--- src/rtl/cache_mem_arbiter.sv ---
// Shares a single line-wide memory port between the I-cache miss path and the
// D-cache miss/writeback path. One line transaction is in flight at a time.
//
// state    | meaning
// ---------+-------------------------------------------------------------
// IDLE     | no transaction, sampling requests, round-robin on a tie
// SERVE_I  | I-cache line read command on the memory port
// SERVE_D  | D-cache line read or writeback command on the memory port
// RESP     | one-cycle completion pulse to the owner, then back to IDLE
module cache_mem_arbiter #(
    parameter int LINE_WIDTH  = 256,
    parameter int ADDR_WIDTH  = 32,
    parameter int OFFSET_BITS = 5
) (
    input  logic                  clk,
    input  logic                  rst,
    input  logic                  i_read,
    input  logic [ADDR_WIDTH-1:0] i_address,
    output logic                  i_resp,
    output logic [LINE_WIDTH-1:0] i_rdata,
    input  logic                  d_read,
    input  logic                  d_write,
    input  logic [ADDR_WIDTH-1:0] d_address,
    input  logic [LINE_WIDTH-1:0] d_wdata,
    output logic                  d_resp,
    output logic [LINE_WIDTH-1:0] d_rdata,
    output logic                  pmem_read,
    output logic                  pmem_write,
    output logic [ADDR_WIDTH-1:0] pmem_address,
    output logic [LINE_WIDTH-1:0] pmem_wdata,
    input  logic [LINE_WIDTH-1:0] pmem_rdata,
    input  logic                  pmem_resp,
    output logic                  busy
);

    typedef enum logic [1:0] {IDLE, SERVE_I, SERVE_D, RESP} state_t;

    // Clears the byte-offset bits so the memory always sees a line-aligned address.
    localparam logic [ADDR_WIDTH-1:0] LINE_MASK =
        {{(ADDR_WIDTH-OFFSET_BITS){1'b1}}, {OFFSET_BITS{1'b0}}};

    state_t                state;
    state_t                state_next;
    logic                  last_grant;   // 0 = I side, 1 = D side
    logic                  owner;        // side of the transaction in flight
    logic                  is_write;
    logic [ADDR_WIDTH-1:0] addr_q;
    logic [LINE_WIDTH-1:0] wdata_q;
    logic [LINE_WIDTH-1:0] rdata_q;
    logic                  d_req;
    logic                  grant_valid;
    logic                  grant_d;
    logic                  serving;

    assign d_req   = d_read | d_write;
    assign serving = (state == SERVE_I) || (state == SERVE_D);

    // Next-state and grant decision; a tie goes to the side that did not win last.
    always_comb begin
        state_next  = state;
        grant_valid = 1'b0;
        grant_d     = 1'b0;
        case (state)
            IDLE: begin
                if (i_read && d_req) begin
                    grant_valid = 1'b1;
                    grant_d     = ~last_grant;
                end else if (i_read) begin
                    grant_valid = 1'b1;
                end else if (d_req) begin
                    grant_valid = 1'b1;
                    grant_d     = 1'b1;
                end
                if (grant_valid) begin
                    state_next = grant_d ? SERVE_D : SERVE_I;
                end
            end
            SERVE_I, SERVE_D: begin
                if (pmem_resp) begin
                    state_next = RESP;
                end
            end
            RESP:    state_next = IDLE;
            default: state_next = IDLE;
        endcase
    end

    // State register.
    always_ff @(posedge clk or negedge rst) begin
        if (!rst) begin
            state <= IDLE;
        end else begin
            state <= state_next;
        end
    end

    // Latch the command at grant and the read line at completion; later input
    // changes from the owner are deliberately ignored.
    always_ff @(posedge clk or negedge rst) begin
        if (!rst) begin
            last_grant <= 1'b0;
            owner      <= 1'b0;
            is_write   <= 1'b0;
            addr_q     <= '0;
            wdata_q    <= '0;
            rdata_q    <= '0;
        end else begin
            if ((state == IDLE) && grant_valid) begin
                owner      <= grant_d;
                last_grant <= grant_d;
                // read+write both high from the D side resolves to a writeback
                is_write   <= grant_d & d_write;
                addr_q     <= (grant_d ? d_address : i_address) & LINE_MASK;
                wdata_q    <= d_wdata;
            end
            if (serving && pmem_resp) begin
                rdata_q <= is_write ? '0 : pmem_rdata;
            end
        end
    end

    assign pmem_read    = serving & ~is_write;
    assign pmem_write   = serving & is_write;
    assign pmem_address = serving ? addr_q : '0;
    assign pmem_wdata   = (serving && is_write) ? wdata_q : '0;
    assign i_resp       = (state == RESP) & ~owner;
    assign d_resp       = (state == RESP) & owner;
    assign i_rdata      = i_resp ? rdata_q : '0;
    assign d_rdata      = d_resp ? rdata_q : '0;
    assign busy         = (state != IDLE);

endmodule
--- config.mk ---
export PLATFORM = sky130hd
export DESIGN_NAME = cache_mem_arbiter
export DESIGN_NICKNAME = d
export VERILOG_FILES = /design/src/rtl/cache_mem_arbiter.sv
export SDC_FILE = /design/constraint.sdc
export NUM_CORES = 1
export LEC_CHECK = 0
export BUFFER_PORTS_ARGS = -buffer_cell sky130_fd_sc_hd__buf_4
export CORE_AREA = 2 2 533 535
export CTS_BUF_LIST = sky130_fd_sc_hd__clkbuf_2 sky130_fd_sc_hd__clkbuf_4 sky130_fd_sc_hd__clkbuf_8
export DETAILED_ROUTE_END_ITERATION = 8
export DIE_AREA = 0 0 535 537
export HOLD_SLACK_MARGIN = 0.08
export PLACE_DENSITY = 0.36
export SLEW_MARGIN = 20
export SYNTH_ARGS = -nofsm -noshare
export SYNTH_HDL_FRONTEND = slang
export SYNTH_SLANG_ARGS = --single-unit
export TNS_END_PERCENT = 30
--- constraint.sdc ---
create_clock -name clk -period 4.75 [get_ports clk]
set_clock_uncertainty 0.2 [all_clocks]
set_input_delay 0 -clock clk [delete_from_list [all_inputs] [get_ports clk]]
set_output_delay 0 -clock clk [all_outputs]
set_load 0.05 [all_outputs]
==> results of run 1 <==
[stage by stage]
stage	cell area [sq um]	std cells	util, %	hold slack, ps	worst slack, ps
3_5_place_dp	41720	8189	14.83	-96.63	1969
3_3_place_gp	41710	8189	14.83	-101.4	1989
2_1_floorplan	27350	3318	-	-495.6	2676
[cells by family after synthesis]
| kind of cell | share of synthesized area (%) |
|---|---|
| AO/OA/AOI/OAI | 6.437 |
| adder cells (fa/ha/maj) | 0.1374 |
| buffers and inverters | 4.876 |
| flip-flops | 49.72 |
| multiplexers | 0.1145 |
| other | 0.01372 |
| AND/OR/NAND/NOR | 38.70 |
==> metrics.txt, run 1 <==
most frequent cell after synthesis=nand2_1; Synth Flop Type=dfrtp_1; Synth top area share=49.72%; Post-synth EDFFs=0; post-synth cell types=28; clk buf depth=3; PortBufs=approximately 1400; YS warnings=0; post-synthesis cell count=~3300; Seq cells post-synth=543; total clock sinks=543; post-detail-place hpwl=162300 um; cts-stage hold buffer count=1682; Num CTS Buffers=116; syn avg cell area=8.247 sq um; GPL Wtd Cong=0.8285; CTS H-Tree Depth=3; IO Count=1387; Halt Stage=clock tree synthesis; post-CTS setup buffer count=0; Cell Area, Synth=around 0.027 sq mm; CTS root buf=clkbuf_8; status=aborted with a tool error; post-cts sizing count=0; asr flop ratio synth=100.0%; DIE HEIGHT=about 540 um; Log Error=[ERROR RSZ-0060] Max buffer count reached.; top post-synthesis cells by area=dfrtp_1 50%, nand2_1 14%, and3_1 12%; cell row count=195; post-synthesis sequential area ratio=49.72%; biggest area consumer among synthesized cells=dfrtp_1; Post-synth top cells=1052 x nand2_1, 543 x dfrtp_1, 512 x and3_1, 297 x o21ai_0, 285 x and2_1; chip width=535 um; initial core utilization=9.715%
==> run 2: changes to the inputs <==
Settings changed: CORE_AREA 2 2 533 535 to 2 2 535 537, CTS_BUF_LIST sky130_fd_sc_hd__clkbuf_2 sky130_fd_sc_hd__clkbuf_4 sky130_fd_sc_hd__clkbuf_8 to not set, DIE_AREA 0 0 535 537 to 0 0 537 539, HOLD_SLACK_MARGIN 0.08 to not set, PLACE_DENSITY 0.36 to not set, PLACE_DENSITY_LB_ADDON set to 0.15.
==> run 2 against run 1 <==
  * The run now ends clean
  * Synthesized cell count unchanged
  * Area after synthesis unchanged
==> metrics.txt, run 2 <==
net count reported at finish=between 6000 and 7000; routed len/inst=slightly above 20 um; syn avg cell area=8.247 sq um (unchanged); Period minus WS final=3812 ps; ratio of final minimum period to clock period=about four fifths; Max-Cap Viols=0; Residual DRC=0; Layout area overhead=108.7%; CP Buf/Inv Count=4; largest net degree at the start of global routing=183; Crit-path slowest cell=o31a_2; post-synthesis cell count=3314 (unchanged); clk buf depth=3 (unchanged); slew of the pin with the lowest slew margin=roughly 1100 ps; reg2reg start=state[0]; clock slew at reported path FFs=around 60 ps; Worst Path Arrival=approximately 4200 ps; Hold Path Cell Cnt=4; first-pass GRT wire length=269300 um; CP startpoint kind=register; drt first pass iters=5; Via density=3.397; Hold Crit Class=in2reg; top flop regs=rdata_q (256), wdata_q (256), addr_q (27); sink of the worst hold path=rdata_q[137]; DR vias=32670; Max-Slew Margin vs Limit=25.84%; GPL Wtd Cong=0.8002 (-3.4%); Post-synth top cells=1052 x nand2_1, 543 x dfrtp_1, 512 x and3_1, 297 x o21ai_0, 285 x and2_1; CORE AREA=0.2840 sq mm; YS warnings=0 (unchanged); Post-synth EDFFs=0 (unchanged); critical path required time=5170 ps; cells along the critical path=inv_1 > ha_1 > o31a_2 > buf_4 > o21ai_0 > dlygate4sd3_1 > o21ai_0 > dlygate4sd3_1; Reg area=0.01360 sq mm; CTS H-Tree Depth=3 (unchanged); Layout Utilization=20.09%; clk_lat worst skew=690 ps; gr ovfl total=0; DIE HEIGHT=539 um (+0.37%); TritonCTS clock tree=built; Crit Path Max Fanout=33; Seq cells post-synth=543 (unchanged); Max Clk Rate=262.3 MHz; PD cells=608.9 mW/mm^2; multi-input logic area=0.01249 sq mm; PortBufs=1371 (unchanged); post-detail-place hpwl=150200 um (-7.5%); Final ANT Viol Nets=0; CP Capture Type=register; total clock sinks=543 (unchanged); Setup Crit Path Kind=reg2reg; post-synth cell types=28 (unchanged); most frequent cells in the layout=1407 x buf_4, 1232 x dlygate4sd3_1, 1052 x nand2_1; CTS root buf=clkbuf_16; Total Power=34730 uW; status=finished, final reports clean; cell row count=196 (+0.51%); vias in the first global route=33970; Peak VDD IR=0.6855 mV; Synth top area share=49.72% (unchanged); Pleak=around 0.029 uW; IO Count=1387 (unchanged); most frequent cell after synthesis=nand2_1; post-route setup TNS=0 ps; hold_sp=pmem_rdata[137]; Cell Area, Synth=0.02733 sq mm (unchanged); share of layout cells above drive strength 1=a little over a quarter; asr flop ratio synth=100.0% (unchanged); initial core utilization=9.624% (-0.091 points); die area=0.2894 sq mm; post-CTS setup buffer count=0 (unchanged); top post-synthesis cells by area=dfrtp_1 50%, nand2_1 14%, and3_1 12%; Final Hold Fails=0; initial antenna violation count=about 110; biggest area consumer among synthesized cells=dfrtp_1; Post-Route WL=195600 um; fillcell total=between 30000 and 40000; RSZ-0062 raised after global routing=no; post-synthesis sequential area ratio=49.72% (unchanged); most common cell after layout, fill and taps aside=buf_4; Synth Flop Type=dfrtp_1; setup violators final=0; Num CTS Buffers=81 (-30%); 1st-iter DRT viols=1394; CP peak stage delay=800 ps; CP delay by family, top=buffers and inverters; GRT Total Usage=13.00%; max-slew violations=0; reg2reg end=addr_q[15]; worst setup path start=state[0]; Reg2Reg Depth=8; chip width=537 um (+0.37%); reg-to-reg slack, setup=940 ps
## run 2: cell counts after synthesis
No cell type changed its count.
## run 2: cells by family after synthesis
family,synth area share [%]
AND/OR/NAND/NOR,38.70
flip-flops,49.72
AO/OA/AOI/OAI,6.437
other,0.01372
adder cells (fa/ha/maj),0.1374
multiplexers,0.1145
buffers and inverters,4.876
## run 2: worst max path at each step
stage                               to  slack, ps  depth (start not counted)
after floorplan           i_rdata[246]       2680                          4
after global placement     rdata_q[24]       1630                          6
after detailed placement   rdata_q[32]       1630                          6
after CTS                   addr_q[15]        940                          8
after global routing        addr_q[15]        700                          8
final                       addr_q[15]        940                          8
## run 2: area by class of cell
type | instances | share of cell area [%]
diodes | 35 | 0.1535
clock buffers | 126 | 4.288
multi-input cells | 2467 | 21.90
inverters | 3 | 0.01974
well taps | 3762 | 8.252
repair buffers | 2662 | 40.93
flip-flops and latches | 543 | 23.83
clock inverters | 20 | 0.6251
## run 2: stage by stage
stage                     std cells  hold slack (ps)  cell area, sq um  worst slack [ps]
after floorplan                3318           -495.6             27350              2676
after global placement         8204           -102.7             41790              1628
after detailed placement       8204           -96.28             41790              1632
after CTS                      9583            2.597             56950             935.7
after global routing           9593            19.66             56980             700.6
final                          9618            43.37             57040             937.8
## run 2: what timing repair did
item                                   4_1_cts  5_1_grt
hold buffers                              1233        0
gates resized for setup                      0        0
endpoints found under the hold margin     1086        0
## run 2: where the power goes
part	leakage, uW	internal [uW]	switching, uW	total (uW)
combinational	0.0207	6500	12700	19200
sequential	0.00678	6830	2260	9090
clock	0.00137	3840	2610	6450
total	0.0288	17200	17600	34700
## run 2: metal layers
metal	part of all wire, %	GRT usage (%)	up-vias
met4	2.3	2.951	36
met1	41	15.38	15590
li1	-	-	15610
met5	0.11	0	-
met2	49	22.94	1196
met3	7.6	3.745	246
## run 2: worst register-to-register path: stages, from the launching register on
cell and delay [ps]:
dfrtp_1 430, inv_1 150, ha_1 250, o31a_2 800
buf_4 490, o21ai_0 160, dlygate4sd3_1 570, o21ai_0 140
dlygate4sd3_1 570
(Power assumes the default switching activity.)
==> run 3: changes to the inputs <==
Settings changed: ABC_AREA set to 1, CORE_AREA 2 2 535 537 to 2 2 534 536, DIE_AREA 0 0 537 539 to 0 0 536 538.
Clock period 4.75 ns to 3.8 ns, I/O delays scaled along.
==> run 3 against run 2 <==
  * Critical path depth grew 2
  * Final cell count is 3.3% higher
  * Combinational power is 22% higher
  * Critical endpoint is now addr_q[14]
  * Non-clock buffer count increased by 179
  * Flip-flop and latch count unchanged
==> metrics.txt, run 3 <==
post-synth cell types=20 (-29%); CTS H-Tree Depth=3 (unchanged); post-synthesis sequential area ratio=53.00% (+3.3 points); asr flop ratio synth=100.0% (unchanged); GPL Wtd Cong=0.8481 (+6.0%); Worst Path Arrival=3850 ps (-380 ps); routed len/inst=20.45 um (+0.54%); vias in the first global route=33530 (-1.3%); Seq cells post-synth=543 (unchanged); Synth top area share=53.00% (+3.3 points); fillcell total=32050 (+0.11%); total clock sinks=543 (unchanged); CORE AREA=0.2832 sq mm (-0.26%); max-slew violations=0 (unchanged); Pleak=0.02715 uW (-5.9%); Final Hold Fails=0 (unchanged); DR vias=32920 (+0.77%); Final ANT Viol Nets=0 (unchanged); Max Clk Rate=288.8 MHz (+10%); Max-Cap Viols=0 (unchanged); TritonCTS clock tree=built; clock slew at reported path FFs=60 ps (about the same); Crit-path slowest cell=dlygate4sd3_1; gr ovfl total=0 (unchanged); cell row count=196 (unchanged); largest net degree at the start of global routing=88 (-52%); Reg area=0.01359 sq mm (about the same); Post-synth EDFFs=0 (unchanged); Post-synth top cells=769 x nor2_1, 605 x inv_1, 543 x dfrtp_1, 423 x o21ai_0, 408 x nand2_1; critical path required time=4190 ps (-980 ps); CP delay by family, top=buffers and inverters; Post-Route WL=203200 um (+3.9%); Max-Slew Margin vs Limit=50.91% (+25 points); top flop regs=rdata_q (256), wdata_q (256), addr_q (27); post-route setup TNS=0 ps (unchanged); first-pass GRT wire length=272500 um (+1.2%); chip width=536 um (-0.19%); Cell Area, Synth=0.02564 sq mm (-6.2%); share of layout cells above drive strength 1=26.18% (-0.74 points); most frequent cell after synthesis=nor2_1; CP Capture Type=register; YS warnings=0 (unchanged); Hold Crit Class=in2reg; die area=0.2884 sq mm (-0.37%); PortBufs=1371 (unchanged); post-detail-place hpwl=161100 um (+7.2%); post-synthesis cell count=3381 (+2.0%); cells along the critical path=nand2_1 > inv_1 > nor2_4 > buf_4 > nand2_1 > dlygate4sd3_1 > nand3_1 > dlygate4sd3_1 > nand2_1 > dlygate4sd3_1; DIE HEIGHT=538 um (-0.19%); CTS root buf=clkbuf_16; initial antenna violation count=67 (-37%); Crit Path Max Fanout=17 (-48%); multi-input logic area=0.008548 sq mm (-32%); CP startpoint kind=register; Layout area overhead=123.5%; syn avg cell area=7.583 sq um (-8.1%); PD cells=716.3 mW/mm^2 (+18%); top post-synthesis cells by area=dfrtp_1 53%, nor2_1 11%, inv_1 8.9%; Setup Crit Path Kind=reg2reg; most frequent cells in the layout=1433 x buf_4, 1385 x dlygate4sd3_1, 769 x nor2_1; CP Buf/Inv Count=5 (+1); drt first pass iters=5 (unchanged); Peak VDD IR=0.4803 mV (-30%); status=finished, final reports clean; clk_lat worst skew=680 ps (about the same); Num CTS Buffers=84 (+3.7%); most common cell after layout, fill and taps aside=buf_4; Period minus WS final=3462 ps (-350.2 ps); cell total after placement=8359 (+1.9%); initial core utilization=9.051% (-0.57 points); biggest area consumer among synthesized cells=dfrtp_1; setup violators final=0 (unchanged); Via density=3.312 (-2.5%); ratio of final minimum period to clock period=91.11% (+11 points); net count reported at finish=6654 (+4.9%); final std cells w/o fill=9939 (+3.3%); CP peak stage delay=570 ps (-230 ps); slew of the pin with the lowest slew margin=734.2 ps (-378.2 ps); clk buf depth=3 (unchanged); IO Count=1387 (unchanged); Residual DRC=0 (unchanged); GRT Total Usage=13.50% (+0.50 points); RSZ-0062 raised after global routing=no; 1st-iter DRT viols=1549 (+11%); Synth Flop Type=dfrtp_1
==> run 3: logic make-up after synthesis <==
group                      synth area share [%]
AOI/OAI and AO/OA                         10.07
other                                   0.01463
DFF                                       53.00
and+or+nand+nor                           22.91
adders and majority gates                0.1464
buffers and inverters                     13.85
==> run 3: worst reg2reg max path, cell delays in order, from the launching register on <==
cell and delay, ps:
dfrtp_1 420, nand2_1 140, inv_1 80, nor2_4 370
buf_4 300, nand2_1 70, dlygate4sd3_1 550, nand3_1 80
dlygate4sd3_1 570, nand2_1 60, dlygate4sd3_1 550
==> run 3: final timing paths <==
| check | startpoint | to | slack (ps) | cells after the start |
|---|---|---|---|---|
| worst max-delay path | owner | addr_q[14] | 340 | 10 |
| min in group asynchronous | rst | rdata_q[213] | 560 | 4 |
| worst min register to register | wdata_q[154] | wdata_q[154] | 320 | 2 |
| worst min-delay path | pmem_rdata[132] | rdata_q[132] | 50 | 4 |
| max in group asynchronous | rst | rdata_q[245] | 2300 | 4 |
| worst max register to register | owner | addr_q[14] | 340 | 10 |
==> run 3: power breakdown <==
part	switching, uW	internal [uW]
Combinational	15900	7450
Clock	3360	5120
Sequential	698	8500
==> run 3: cell type report <==
cell class	count	share of cell area, %
timing repair buffer	2841	43.78
sequential	543	23.72
multi-input combinational	1990	14.92
tap	3762	8.215
clock buffer	117	4.269
inverter	609	4.016
clock inverter	31	0.8844
antenna	46	0.2009
==> run 3: routing by layer <==
layer | share of wire [%] | vias up | GRT usage (%)
met2 | 45 | 1253 | 21.78
met1 | 45 | 15820 | 17.81
met3 | 7.3 | 180 | 3.625
li1 | - | 15660 | -
met5 | 0.044 | - | 0
met4 | 2.2 | 14 | 3.156
==> run 3: timing repair <==
| item | CTS | global route |
|---|---|---|
| hold buffers | 1386 | 0 |
| buffers inserted | 0 | 0 |
| endpoints found under the hold margin | 1086 | 0 |
| setup endpoints to repair | 0 | 3 |
| gates resized for setup | 0 | 1 |
==> run 3: per-stage QoR <==
step	setup WS [ps]	area, sq um	power, uW	utilization [%]	hold slack, ps
3_3_place_gp	1049	40330	29750	14.24	-76.68
2_1_floorplan	1640	25650	21520	-	-495.6
3_5_place_dp	1041	40330	29760	14.24	-80.35
4_1_cts	84.96	57180	41850	20.19	2.014
6_report	337.9	57300	41040	20.23	45.34
5_1_grt	134.1	57220	43950	20.20	45.99
==> run 4: changes to the inputs <==
Clock period 3.8 ns to 4.05 ns, I/O delays scaled along.
==> run 4 against run 3 <==
  * Utilization rose by 0.66 points
  * Non-clock buffer count up 184
  * Final cell count is 1.8% higher
  * Cell area up 3.3%
  * Setup slack gained 61 ps
  * Flip-flop and latch count unchanged
  * Sequential share of layout area fell by 0.75 points
  * Power down 3.6%
  * First-iteration DRC count shrank 4.5%
  * Clock power decreased by 4.6%
  * Critical path type unchanged
  * Largest power group unchanged
==> metrics.txt, run 4 (synthesized netlist as in run 3, its figures left out) <==
Total Power=39580 uW (-3.6%); post-route setup TNS=0 ps (unchanged); total clock sinks=543 (unchanged); initial antenna violation count=68 (+1.5%); GRT Total Usage=13.48% (-0.023 points); most common cell after layout, fill and taps aside=dlygate4sd3_1; sequential share of power=21.8% (-0.6 points); clk buf depth=4 (+1); PD cells=668.9 mW/mm^2 (-6.6%); Final Hold Fails=0 (unchanged); max-slew violations=0 (unchanged); hold_sp=pmem_rdata[53]; Period minus WS final=3651 ps (+189.2 ps); Max-Slew Margin vs Limit=23.83% (-27 points); CORE AREA=0.2832 sq mm (unchanged); Reg area=0.01359 sq mm (unchanged); Layout area overhead=130.8%; cell row count=196 (unchanged); final setup margin=398.7 ps (+60.77 ps); share of layout cells above drive strength 1=25.57% (-0.61 points); ratio of final minimum period to clock period=90.16% (-0.95 points); worst setup path start=state[0]; cell total after placement=8366 (+0.084%); Peak VDD IR=0.5856 mV (+22%); most frequent cells in the layout=1562 x dlygate4sd3_1, 1437 x buf_4, 769 x nor2_1; final std cells w/o fill=10120 (+1.8%); critical path required time=4530 ps (+340 ps); drt first pass iters=5 (unchanged); CP startpoint kind=register; Final ANT Viol Nets=0 (unchanged); CTS H-Tree Depth=3 (unchanged); reg2reg start=state[0]; slew of the pin with the lowest slew margin=1143 ps (+408.4 ps); Hold Crit Class=in2reg; Sw Share=47.37% (-1.3 points); Max-Cap Viols=0 (unchanged); chip width=536 um (unchanged); GPL Wtd Cong=0.8471 (-0.12%); vias in the first global route=34630 (+3.3%); clock slew at reported path FFs=60 ps (about the same); IO Count=1387 (unchanged); RSZ-0062 raised after global routing=no; Pleak=0.02786 uW (+2.6%); clock power share=20.4% (-0.3 points); Max Clk Rate=273.9 MHz (-5.2%); setup violators final=0 (unchanged); PortBufs=1371 (unchanged); TritonCTS clock tree=built; DIE HEIGHT=538 um (unchanged); P_sw=18750 uW (-6.1%); Crit Path Max Fanout=29 (+12); Layout Utilization=20.89% (+0.66 points); net count reported at finish=6842 (+2.8%); multi-input logic area=0.008548 sq mm (unchanged); internal cell power=20830 uW (-1.1%); routed len/inst=20.08 um (-1.8%); Via density=3.335 (+0.67%); largest net degree at the start of global routing=121 (+38%); Worst Path Arrival=4130 ps (+280 ps); die area=0.2884 sq mm (unchanged); DR vias=33730 (+2.5%); Setup Crit Path Kind=reg2reg; Residual DRC=0 (unchanged); 1st-iter DRT viols=1479 (-4.5%); CTS root buf=clkbuf_16; CP Capture Type=register; first-pass GRT wire length=275200 um (+1.0%); top flop regs=rdata_q (256), wdata_q (256), addr_q (27); combinational share of power=57.8% (+0.9 points); clk_lat worst skew=790 ps (+110 ps); initial core utilization=9.051% (unchanged); status=finished, final reports clean; Post-Route WL=203100 um (about the same); fillcell total=31880 (-0.53%); Num CTS Buffers=88 (+4.8%); gr ovfl total=0 (unchanged); post-cts sizing count=0 (unchanged); Place WS=1418 ps (+376.3 ps); post-detail-place hpwl=160000 um (-0.64%)
## run 4: cell count changes in the layout (fill, tap and decap cells not counted), sizes merged
cell / change
clkinv: -6
inv: +3
bufinv: -1
buf: +7
dlygate4sd3: +177
clkinvlp: +2
clkbuf: +11
diode: -17
## run 4: cell type report
class / instances / area share [%]
timing repair buffer: 3025 / 45.54
sequential: 543 / 22.96
multi-input combinational: 1990 / 14.45
tap: 3762 / 7.954
clock buffer: 128 / 4.436
inverter: 609 / 3.888
clock inverter: 29 / 0.6534
antenna: 29 / 0.1226
## run 4: power by group through the flow
stage,combinational [uW],sequential [uW],clock (uW)
final,22900,8620,8090
after global routing,24900,8890,8640
after CTS,23200,8600,8490
after detailed placement,19200,8690,0
after global placement,19200,8690,0
after floorplan,11600,8550,0
## run 4: through the flow
step	cell area, sq um	hold slack, ps
after floorplan	25650	-495.6
after global placement	40420	-101.4
after detailed placement	40430	-98.08
after CTS	59100	23.82
after global routing	59130	52.29
final	59170	53.95
## run 4: layer usage
layer / wire [um] / track usage [%] / vias up
met4: 4225 / 3.055 / 14
met3: 18370 / 4.615 / 185
met1: 88460 / 17.25 / 16270
met5: 93 / 0 / -
met2: 91920 / 21.69 / 1252
li1: - / - / 16010
## run 4: repair_timing
action	4_1_cts	5_1_grt
endpoints found under the hold margin	1062	0
hold buffers	1563	0
buffers inserted	0	0
## run 4: worst paths after layout
check / to / slack, ps / cells after the start
worst max register to register: state[1] / 400 / 11
worst max-delay path: state[1] / 400 / 11
max in group asynchronous: rdata_q[247] / 2480 / 5
min in group asynchronous: rdata_q[170] / 430 / 4
worst min-delay path: rdata_q[53] / 50 / 4
worst min register to register: wdata_q[211] / 310 / 2
## run 4: worst max-delay path: stages, from the launching register on
cell and delay (ps):
dfrtp_1 380, inv_1 70, ha_1 290, buf_4 350
inv_1 120, or2_2 280, nand2_1 70, dlygate4sd3_1 590
nand2_1 60, dlygate4sd3_1 550, nand2_1 70, dlygate4sd3_1 550
